$ cat src/rtl/decisiontree_loader.sv
// Decision-tree node RAM writer: assembles 5-byte records from a byte stream,
// validates them and writes them to consecutive node addresses starting at 1.
module decisiontree_loader #(
    parameter int unsigned DATA  = 8,
    parameter int unsigned STATE = 8
) (
    input  logic                                        clk,
    input  logic                                        reset,
    input  logic                                        load_start_i,
    input  logic [STATE-1:0]                            node_cnt_i,
    input  logic [7:0]                                  byte_i,
    input  logic                                        byte_valid_i,
    output logic                                        byte_ready_o,
    output logic                                        wr_en_o,
    output logic [STATE-1:0]                            wr_addr_o,
    output logic [STATE+1+DATA+STATE+STATE+DATA-1:0]    wr_data_o,
    output logic                                        busy_o,
    output logic                                        done_o,
    output logic                                        err_o
);

    typedef enum logic [2:0] {StIdle, StRecv, StWrite, StDone, StErr} state_e;

    state_e                                     state_q, state_d;
    logic [2:0]                                 idx_q, idx_d;
    logic [STATE-1:0]                           addr_q, addr_d;
    logic [STATE-1:0]                           cnt_q, cnt_d;
    logic [7:0]                                 hdr_q, hdr_d;
    logic [DATA-1:0]                            data_q, data_d;
    logic [STATE-1:0]                           nt_q, nt_d;
    logic [STATE-1:0]                           nf_q, nf_d;
    logic                                       ready_q, ready_d;
    logic                                       busy_q, busy_d;
    logic                                       done_q, done_d;
    logic                                       err_q, err_d;
    logic                                       wr_en_q, wr_en_d;
    logic [STATE-1:0]                           wr_addr_q, wr_addr_d;
    logic [STATE+1+DATA+STATE+STATE+DATA-1:0]   wr_data_q, wr_data_d;

    logic accept;
    logic rec_ok;

    assign accept = byte_valid_i & ready_q;

    // Slots 0..3 are already stored when the y byte arrives, so the record can
    // be judged in the same cycle and the strobe registered into WRITE.
    assign rec_ok = (hdr_q[7:1] == 7'd0) &&
                    (hdr_q[0] || ((nt_q != '0) && (nf_q != '0) &&
                                  (nt_q <= cnt_q) && (nf_q <= cnt_q)));

    // Next-state and registered-output computation
    always_comb begin
        state_d   = state_q;
        idx_d     = idx_q;
        addr_d    = addr_q;
        cnt_d     = cnt_q;
        hdr_d     = hdr_q;
        data_d    = data_q;
        nt_d      = nt_q;
        nf_d      = nf_q;
        ready_d   = ready_q;
        busy_d    = busy_q;
        done_d    = 1'b0;
        err_d     = err_q;
        wr_en_d   = 1'b0;
        wr_addr_d = wr_addr_q;
        wr_data_d = wr_data_q;

        case (state_q)
            StIdle, StErr: begin
                if (load_start_i) begin
                    if (node_cnt_i != '0) begin
                        cnt_d   = node_cnt_i;
                        addr_d  = STATE'(1);
                        idx_d   = 3'd0;
                        err_d   = 1'b0;
                        ready_d = 1'b1;
                        busy_d  = 1'b1;
                        state_d = StRecv;
                    end else begin
                        err_d   = 1'b1;
                        state_d = StErr;
                    end
                end
            end
            StRecv: begin
                if (accept) begin
                    idx_d = idx_q + 3'd1;
                    case (idx_q)
                        3'd0:    hdr_d  = byte_i;
                        3'd1:    data_d = byte_i[DATA-1:0];
                        3'd2:    nt_d   = byte_i[STATE-1:0];
                        3'd3:    nf_d   = byte_i[STATE-1:0];
                        default: begin
                            ready_d   = 1'b0;
                            wr_en_d   = rec_ok;
                            wr_addr_d = addr_q;
                            wr_data_d = {{STATE{1'b0}}, hdr_q[0], data_q, nt_q, nf_q,
                                         byte_i[DATA-1:0]};
                            state_d   = StWrite;
                        end
                    endcase
                end
            end
            StWrite: begin
                // wr_en_q doubles as the registered validity of this record
                if (wr_en_q) begin
                    if (addr_q == cnt_q) begin
                        busy_d  = 1'b0;
                        done_d  = 1'b1;
                        state_d = StDone;
                    end else begin
                        addr_d  = addr_q + STATE'(1);
                        idx_d   = 3'd0;
                        ready_d = 1'b1;
                        state_d = StRecv;
                    end
                end else begin
                    err_d   = 1'b1;
                    busy_d  = 1'b0;
                    state_d = StErr;
                end
            end
            StDone: begin
                state_d = StIdle;
            end
            default: begin
                state_d = StIdle;
            end
        endcase
    end

    // State register with synchronous active-low reset
    always_ff @(posedge clk) begin
        if (!reset) begin
            state_q   <= StIdle;
            idx_q     <= 3'd0;
            addr_q    <= STATE'(1);
            cnt_q     <= '0;
            hdr_q     <= '0;
            data_q    <= '0;
            nt_q      <= '0;
            nf_q      <= '0;
            ready_q   <= 1'b0;
            busy_q    <= 1'b0;
            done_q    <= 1'b0;
            err_q     <= 1'b0;
            wr_en_q   <= 1'b0;
            wr_addr_q <= '0;
            wr_data_q <= '0;
        end else begin
            state_q   <= state_d;
            idx_q     <= idx_d;
            addr_q    <= addr_d;
            cnt_q     <= cnt_d;
            hdr_q     <= hdr_d;
            data_q    <= data_d;
            nt_q      <= nt_d;
            nf_q      <= nf_d;
            ready_q   <= ready_d;
            busy_q    <= busy_d;
            done_q    <= done_d;
            err_q     <= err_d;
            wr_en_q   <= wr_en_d;
            wr_addr_q <= wr_addr_d;
            wr_data_q <= wr_data_d;
        end
    end

    assign byte_ready_o = ready_q;
    assign busy_o       = busy_q;
    assign done_o       = done_q;
    assign err_o        = err_q;
    assign wr_en_o      = wr_en_q;
    assign wr_addr_o    = wr_addr_q;
    assign wr_data_o    = wr_data_q;

endmodule

$ cat config.mk
export PLATFORM = sky130hd
export DESIGN_NAME = decisiontree_loader
export DESIGN_NICKNAME = d
export VERILOG_FILES = /design/src/rtl/decisiontree_loader.sv
export SDC_FILE = /design/constraint.sdc
export NUM_CORES = 1
export LEC_CHECK = 0
export ABC_AREA = 1
export CAP_MARGIN = 10
export CORE_ASPECT_RATIO = 1.25
export CORE_UTILIZATION = 54
export CTS_BUF_LIST = sky130_fd_sc_hd__clkbuf_16
export DETAILED_ROUTE_END_ITERATION = 10
export PLACE_DENSITY = 0.82
export SLEW_MARGIN = 20
export SYNTH_ARGS = -nofsm -noshare
export SYNTH_HDL_FRONTEND = slang
export SYNTH_SLANG_ARGS = --single-unit
$ cat constraint.sdc
create_clock -name clk -period 2.2 [get_ports clk]
set_input_delay 0.44 -clock clk [delete_from_list [all_inputs] [get_ports clk]]
set_output_delay 0.44 -clock clk [all_outputs]
set_load 0.1 [all_outputs]
==> summary.txt <==
Synth top area cells -> dfxtp_1 42%, nor2_1 10%, o21ai_0 9.5%
Synth cell count leaders -> 131 x nor2_1, 100 x dfxtp_1, 93 x nand2_1
Synth Warn # -> 0
Die H -> 107 µm
Ports -> 74
Status -> complete, no violations
Most common cell in the synthesized netlist -> nor2_1
H-tree depth -> 3
CP cell instances -> ha_1 > ha_1 > inv_1 > nand2_1 > nor2_1 > nand2_2 > inv_2 > buf_4 > o21ai_0 > a21oi_1
Area growth, synth to finish -> 19.3%
Crit path kind -> flip-flop to flip-flop
Post-Synth Adder-Cell Area -> 5.80%
Top cell type's share of synthesized area -> 42.2%
Largest family of logic cells by synthesized area -> simple AND/OR/NAND/NOR gates
FF+latch area -> 2000 µm²
First-pass GRT wire length -> 19.8 mm
Gr busiest metal -> met2
Startpoint Class -> flip-flop
CP required -> 2.48 ns
Rows -> 37
Core Area -> 8380 µm²
Post-Syn Instances -> 644
Detailed-route wire length -> 12.0 mm
Via count -> 4388
Multi-input logic area -> 2350 µm²
Max Transition Viols Final -> 0
Antenna diode count -> 0
Final-report hold violation count -> 0
Tmin final -> 1.84 ns
Clock Skews -> 0.00961 ns
Post-CTS Hold Buffers -> 0
Clock transition at path regs -> 0.07 ns
RSZ-0062 raised after global routing -> no
Nets -> 745
Port bufs -> 65
Share of flip-flops with an asynchronous set or reset -> 0%
Gr ovfl total -> 0
Synth unique cells -> 34
Initial DRC count -> 329
Max cap viols -> 0
Post-Syn Area -> 4740 µm²
Largest net degree at the start of global routing -> 69
Initial antenna violation count -> 0
CP Capture Point -> wr_addr_o[3]
Drt drc -> 0
M2 GR Usage -> 47.0%
Share of post-route cells with drive strength above 1 -> 14.3%
Die X -> 85.8 µm
Drt first pass iters -> 5
Drt via density -> 5.32
Yosys top cell by area -> dfxtp_1
Largest stage delay, worst path -> 0.33 ns
Hold slack -> 0.487 ns
Synth Area in Compound Gates -> 16.7%
Setup crit start -> idx_q[0]
Initial Utilization -> 56.6%
Final setup vio count -> 0
PD cells -> 1040 nW/µm²
Period utilization -> 83.5%
CTS root buffer -> clkbuf_16
Final ANT Viol Nets -> 0
Multiplexer area fraction after synthesis -> 0%
Hold Crit Class -> flip-flop to flip-flop
Arrival @ worst endpoint -> 2.12 ns
Clock Latency Late Sink -> 0.35 ns
Post-CTS Setup Bufs -> 0
Vias in the first global route -> 4203
Post-cts resize count -> 0
Synth Area in XOR/XNOR -> 0.554%
Clk sinks -> 100
Reg2Reg Capture Point -> wr_addr_o[3]
Worst ir drop on vdd -> 0.482 mV
Max Clk Rate -> 0.544 GHz
Register area share after synthesis -> 42.2%
CTS tree -> yes
Routed len/inst -> 14.5 µm
Mapped Avg Cell Area -> 7.37 µm²
Register bit total from synthesis -> 100
Most used cell, CP -> ha_1
Worst path slowest cell -> dfxtp_1
Met3 Usage GRT -> 5.08%
Cells on worst reg2reg path -> 10
Crit path max fanout -> 19
Die area -> 9170 µm²
Most used DFF post-synth -> dfxtp_1
EDFF count, synth -> 0
Worst slack at placement -> 0.154 ns
M1 GR Usage -> 33.5%
Total GRT Usage -> 27.6%
Fill cells -> 689
Total CTS buffers -> 9
Detail Placement HPWL -> 8.64 mm
R2R Path Start -> idx_q[0]
Setup WS post-layout -> 0.363 ns
Static leakage -> 2.53 nW
Worst setup EP type -> flip-flop
Longest Clk Path Bufs -> 2
Simple-gate portion of the synthesized area -> 26.0%
Routability cong. -> 0.927
R2r setup slk -> 0.36 ns
Total negative slack -> 0 ns
==> per-stage QoR <==
stage | instances | area [µm²] | power, mW | utilization (%)
floorplan | 651 | 4770 | 3.77 | -
global placement | 809 | 5340 | 4.14 | 63.7
detailed placement | 809 | 5340 | 4.20 | 63.7
CTS | 825 | 5660 | 5.92 | 67.6
global route | 825 | 5660 | 6.23 | 67.6
finish | 825 | 5660 | 5.91 | 67.6
==> power breakdown <==
group | switching (mW) | total (mW) | internal [mW]
clock | 0.714 | 1.72 | 1.01
combinational | 1.44 | 2.02 | 0.578
sequential | 0.179 | 2.17 | 1.99
total | 2.33 | 5.91 | 3.58
==> worst min path at each step <==
stage,start,to,slack [ns],cells after the start
3_3_place_gp,hdr_q[0],wr_data_o[32],0.46,2
3_5_place_dp,hdr_q[0],wr_data_o[32],0.48,2
2_1_floorplan,hdr_q[0],hdr_q[0],0.45,2
4_1_cts,hdr_q[0],wr_data_o[32],0.49,2
6_report,hdr_q[0],wr_data_o[32],0.49,2
5_1_grt,wr_data_o[24],wr_data_o[24],0.51,2
==> registers in the layout (all words and copies together), names as in the netlist, 3 cells and up <==
signal / cells
wr_data_o: 33
idx_q: 3
wr_addr_o: 8
nt_q: 8
cnt_q: 8
state_q: 3
addr_q: 8
hdr_q: 8
data_q: 8
nf_q: 8
==> final cells by class <==
type	count	share of cell area, %
Multi-Input combinational cell	459	41.6
Sequential cell	100	35.4
Timing Repair Buffer	71	10.6
Inverter	62	4.15
Clock buffer	9	3.98
Tap cell	117	2.59
Clock inverter	7	1.72
==> critical path: cells and delay by family (launching register included) <==
| family | cells | cell delay, ns |
|---|---|---|
| buffers and inverters | 3 | 0.41 |
| adder cells (fa/ha/maj) | 2 | 0.43 |
| AO/OA/AOI/OAI | 2 | 0.25 |
| AND/OR/NAND/NOR | 3 | 0.36 |
| flip-flops | 1 | 0.33 |
==> layout by cell type (no fill, tap or decap), drive strengths merged, types with 3 or more instances in the layout <==
cell and count:
nor2 141, clkdlybuf4s50 18, o21ai 92, nand3 19, dfxtp 100, inv 65, xnor2 3, clkbuf 9
nand2 96, ha 22, a21oi 53, o21a 3, conb 8, nand4 13, buf 53
==> routing by layer <==
layer	routed length [µm]	vias to the layer above
li1	-	2192
met1	5080	2018
met2	5890	141
met3	575	37
met4	416	0
met5	0	-
==> logic make-up (layout without fill, tap and decap cells) <==
kind of cell / count (synthesis) / count (layout)
DFF: 100 / 100
other: 1 / 8
buffers and inverters: 92 / 149
xor gates and xnor gates: 3 / 3
AOI/OAI and AO/OA: 150 / 150
adders and majority gates: 22 / 22
and+or+nand+nor: 276 / 276
Note: power is estimated with default switching activity, not from simulation.
